[src/rtl/clk_div_prog.sv]
`default_nettype none
// ============================================================================
// Module      : clk_div_prog
// Description : Programmable clock divider. Even divisors give a 50% duty
//               clock from the rising-edge phase flop. Odd divisors OR in a
//               falling-edge copy of that flop, which stretches the high phase
//               by half a cycle. Divisor changes are deferred to a period
//               boundary, so a running period is never cut short or lengthened.
// Revision    : 1.0 - initial release
// ============================================================================
module clk_div_prog #(
  parameter int WIDTH       = 8,
  parameter int DEFAULT_DIV = 6
) (
  input  logic             clk,
  input  logic             reset_n,
  input  logic             en,
  input  logic [WIDTH-1:0] div_in,
  input  logic             div_load,
  output logic             div_ack,
  output logic             div_err,
  output logic             clk_out,
  output logic             tick
);

  localparam logic [WIDTH-1:0] C_DEFAULT_DIV = WIDTH'(DEFAULT_DIV);
  localparam logic [WIDTH-1:0] C_DEFAULT_CNT = WIDTH'(DEFAULT_DIV - 1);
  localparam logic [WIDTH-1:0] C_ONE         = WIDTH'(1);
  localparam logic [WIDTH-1:0] C_MIN_DIV     = WIDTH'(2);

  logic [WIDTH-1:0] div_q, div_d;
  logic [WIDTH-1:0] pend_q, pend_d;
  logic             pend_vld_q, pend_vld_d;
  logic [WIDTH-1:0] cnt_q, cnt_d;
  logic             p_q, p_d;
  logic             pn_q, pn_d;
  logic             tick_q, tick_d;
  logic             ack_q, ack_d;
  logic             err_q, err_d;

  logic             at_end;
  logic             apply_pend;
  logic [WIDTH-1:0] div_eff;

  // Period boundary detection and the divisor that governs this edge
  always_comb begin
    at_end     = (cnt_q == (div_q - C_ONE));
    apply_pend = pend_vld_q && (!en || at_end);
    div_eff    = apply_pend ? pend_q : div_q;
  end

  // Next-state: counter/phase, pending divisor handoff, load validation
  always_comb begin
    div_d      = div_q;
    pend_d     = pend_q;
    pend_vld_d = pend_vld_q;
    cnt_d      = cnt_q;
    p_d        = p_q;
    tick_d     = 1'b0;
    ack_d      = 1'b0;
    err_d      = 1'b0;

    if (apply_pend) begin
      div_d      = pend_q;
      pend_vld_d = 1'b0;
      ack_d      = 1'b1;
    end

    if (en) begin
      cnt_d  = at_end ? '0 : (cnt_q + C_ONE);
      p_d    = (cnt_d < (div_eff >> 1));
      tick_d = at_end;
    end else begin
      // Parked on the last count so the first enabled edge starts a period
      cnt_d = div_eff - C_ONE;
      p_d   = 1'b0;
    end

    // A load on a boundary edge is evaluated after the handoff, so it stays
    // pending for the next boundary instead of being applied now
    if (div_load) begin
      if (div_in >= C_MIN_DIV) begin
        pend_d     = div_in;
        pend_vld_d = 1'b1;
      end else begin
        err_d = 1'b1;
      end
    end
  end

  // Falling-edge copy of the phase flop
  always_comb begin
    pn_d = p_q;
  end

  // Rising-edge state registers
  always_ff @(posedge clk or negedge reset_n) begin
    if (!reset_n) begin
      div_q      <= C_DEFAULT_DIV;
      pend_q     <= '0;
      pend_vld_q <= 1'b0;
      cnt_q      <= C_DEFAULT_CNT;
      p_q        <= 1'b0;
      tick_q     <= 1'b0;
      ack_q      <= 1'b0;
      err_q      <= 1'b0;
    end else begin
      div_q      <= div_d;
      pend_q     <= pend_d;
      pend_vld_q <= pend_vld_d;
      cnt_q      <= cnt_d;
      p_q        <= p_d;
      tick_q     <= tick_d;
      ack_q      <= ack_d;
      err_q      <= err_d;
    end
  end

  // Half-cycle delayed phase used only for odd divisors
  always_ff @(negedge clk or negedge reset_n) begin
    if (!reset_n) begin
      pn_q <= 1'b0;
    end else begin
      pn_q <= pn_d;
    end
  end

  // Output clock: overlap of p and pn keeps the odd-divisor output glitch-free
  always_comb begin
    clk_out = div_q[0] ? (p_q | pn_q) : p_q;
  end

  assign tick    = tick_q;
  assign div_ack = ack_q;
  assign div_err = err_q;

endmodule
`default_nettype wire
[config.mk]
export PLATFORM = sky130hd
export DESIGN_NAME = clk_div_prog
export DESIGN_NICKNAME = d
export VERILOG_FILES = /design/src/rtl/clk_div_prog.sv
export SDC_FILE = /design/constraint.sdc
export NUM_CORES = 1
export LEC_CHECK = 0
export ABC_AREA = 1
export CAP_MARGIN = 20
export CORE_UTILIZATION = 45
export CTS_CLUSTER_SIZE = 25
export DETAILED_ROUTE_END_ITERATION = 12
export GPL_TIMING_DRIVEN = 0
export PLACE_DENSITY = 0.67
export SYNTH_ARGS = -nofsm -noshare
export SYNTH_HDL_FRONTEND = slang
export SYNTH_SLANG_ARGS = --single-unit
[constraint.sdc]
create_clock -name clk -period 2.69 [get_ports clk]
set_input_delay 0.4035 -clock clk [delete_from_list [all_inputs] [get_ports clk]]
set_output_delay 0.4035 -clock clk [all_outputs]
set_load 0.005 [all_outputs]
-- After elaboration in Yosys (flattened, before gate mapping)
Cells that the tools add are included.
- output and inout port bits: 4
- input port bits: 12
- flip-flop bits (word level): 30
- $add $sub $neg: 3
- mux-type cells: 12
- bitwise gates (word level): 1
- equal/unequal tests: 1
- $lt $le $gt $ge: 2
- reduce and logical (&&, ||, !) cells: 4
- operators by type and width (cell ; count):
    8-bit 2-to-1 mux ; 3
    8-bit by 1-bit subtractor with 8-bit output, second input constant ; 2
    1-bit 2-to-1 mux ; 9
    8-bit by 1-bit adder with 8-bit output, second input constant ; 1
    8-bit == test ; 1
    8-bit by 2-bit >= comparator with 1-bit output, second input constant ; 1
    8-bit by 7-bit < comparator with 1-bit output ; 1
    2-bit AND reduction ; 1
    1-bit logical AND ; 1
    1-bit zero test ; 1
    1-bit logical OR ; 1
    1-bit bitwise OR ; 1

-- Logic depth before layout (Yosys ltp)
- word-level depth: 7
- gate-level depth with buffers: 20
- depth with buffers taken out: 20

==> metrics.txt <==
syn_nets 288; clk_skew 0.006906 ns; CP Max Fanout 1; initial antenna violation count 0; outcome finished, final reports clean; most frequent cells in the layout 61 x nand2_1, 35 x inv_1, 25 x dfrtp_1, 20 x nor2_1, 19 x nand3_1; Crit-path slowest cell dfrtn_1; Die Y 69.24 um; endpoints failing hold 0; routed len/inst 13.34 um; Critical Path, Cell by Cell a21o_1 -> buf_2; Antenna Cells 0; WS Path Type reg -> out; final cell count without fillers 359; chip width 69.24 um; CP required between 2 and 2.5 ns; Residual DRC 0; slowest stage delay, CP 0.33 ns; CP arrival 2.24 ns; Worst setup EP type primary output; global-route layer with the greatest usage met2; P_leak 0.001295 uW; Worst-Margin Slew 0.7106 ns; Worst VDD drop 0.3939 mV; TritonCTS Buffers 5; Mapped Area 2034 um^2; Syn-to-layout area delta 31.06%; count of boundary I/O pins 16; Register Area 755.7 um^2; RSZ-0062 raised after global routing true; Final Core Density 61.24%; final instance area 2666 um^2; layout cells sized above 1 30.29%; Synth Register Bits 30; dominant cell type by area after synthesis dfrtp_1; YS warnings 0; Slew HR 52.48%; EDFF count, synth 0; total congestion overflow 0; Post-DRT Antenna Nets 0; Global Route Usage Sum slightly above 20%; vias ~1800; Hold Path Class in -> reg; initial core utilization a little under half; Synth async-reset ratio 100.0%; worst-skew pair later-pin latency about 0.29 ns; Hold Buf Count CTS 0; vias in the first global route 1751; H-tree Lvls 2; critical path launch point type register; fillers 362; GR Layer Usage met3 4.651%; Max-Cap Viols 0; total power 1810 uW; Main synth FF type dfrtp_1; CTS tree done; area of the multi-input gates approximately 1300 um^2; Post-Place Cells 334; Pre-antenna DRT Iters 7; M2 GR Usage a little over a third; initial DRC count 78; first-pass GRT wire length approximately 7.7 mm; CTS sink count 30; fin nets 327; area of placed instances about 2300 um^2; vias per inst between 5 and 6; ranking of synthesized cells by area dfrtp_1 31%, nand2_1 12%, inv_1 7.6%; Mean Syn Cell Area 7.620 um^2; Max Transition Viols Final 0; Clock Path Buffers 2; Pwr Density 678.8 nW/um^2; # setup viols final 0; num rows 24; Mapped Cells between 200 and 300; Yosys top cell area share a little under a third; Setup TNS 0 ns; clk slew on worst S/H paths 0.06 ns; DP HPWL between 3 and 4 mm; largest net degree at the start of global routing 18; Die Area 4794 um^2; Root Buffer clkbuf_8; Seq/Total Area, Yosys a little under two fifths; Distinct cells, synth 35; port bufs 14; most common cell after layout, fill and taps aside nand2_1; GR Util met1 25.02%; WL final 4.789 mm; Core Box Area 4354 um^2; RD Place Congestion 0.8541
-- worst max-delay path: cells and delay by family, from the launching register on --
family / cells / cell delay [ns]
flops: 1 / 0.33
compound gates: 1 / 0.16
buf+inv: 1 / 0.12
-- final timing paths --
path                            startpoint        end  slack [ns]  depth (start not counted)
worst max-delay path                  pn_q    clk_out        0.04                          2
worst min-delay path                    en   cnt_q[1]        0.43                          2
worst max register to register    div_q[1]        p_q        0.12                         19
worst min register to register   pend_q[2]  pend_q[2]        0.49                          2
max in group asynchronous          reset_n       pn_q        0.37                          2
min in group asynchronous          reset_n  pend_q[1]        0.54                          1
-- cell families after synthesis --
family / share of synthesized area, %
AOI/OAI and AO/OA: 5.843
xor gates and xnor gates: 3.014
adders and majority gates: 5.535
buffers and inverters: 9.409
DFF: 37.15
muxes: 0.5535
and+or+nand+nor: 38.50
-- flip-flops by register name, indices dropped and copies added, names as in the netlist --
name and cells:
cnt_q 8, div_q 8, pend_q 8, div_ack 1
div_err 1, p_q 1, pend_vld_q 1, pn_q 1
tick 1
-- cells in the mapped netlist, types with 2 or more instances --
cell type  instances
xor2_1             4
o21ai_1            4
nor2_4             2
buf_4              2
nand4_1            3
ha_1               9
nand2_4            5
dfrtp_1           25
nor3b_1            3
xnor2_1            3
dfstp_2            4
o21ai_0            6
nor2_1            22
nand3_2            5
a21oi_1            8
nor2_2             4
nand2_1           66
inv_2              3
inv_1             41
a31oi_1            2
nand2_2            9
nand3_1           22
nor3_1             3
-- power by group --
| group | internal, uW | leakage [uW] | switching, uW | total [uW] |
|---|---|---|---|---|
| Combinational | 356 | 0.000899 | 471 | 827 |
| Clock | 206 | 0.0000482 | 167 | 373 |
| Sequential | 537 | 0.000348 | 72.9 | 610 |
| Total | 1100 | 0.00130 | 711 | 1810 |
-- layer usage --
layer	share of wire, %	wire length, um
met5	0	0
met1	42	1994
met2	52	2511
met3	3.7	176
met4	2.2	107
-- area by class of cell --
cell class	count	area share, %
Multi-Input combinational cell	190	47.16
Sequential cell	30	28.34
Timing Repair Buffer	31	11.17
Inverter	44	6.476
Clock buffer	7	3.238
Tap cell	52	2.440
Buffer	4	0.9855
Clock inverter	1	0.1877
-- through the flow --
step / hold WS [ns] / setup slack, ns
6_report: 0.4294 / 0.04393
4_1_cts: 0.4106 / -0.01473
3_5_place_dp: 0.4753 / -0.3188
5_1_grt: 0.4634 / -0.04390
2_1_floorplan: 0.1079 / 0.09749
3_3_place_gp: 0.4673 / -0.5188
-- what timing repair did --
action                     CTS  global route
setup endpoints to repair    5             6
resized for setup           18            28
pin swaps                    5            21
cloned                       0             1
setup buffers                4            12
Power figures use the tool's default switching activity.
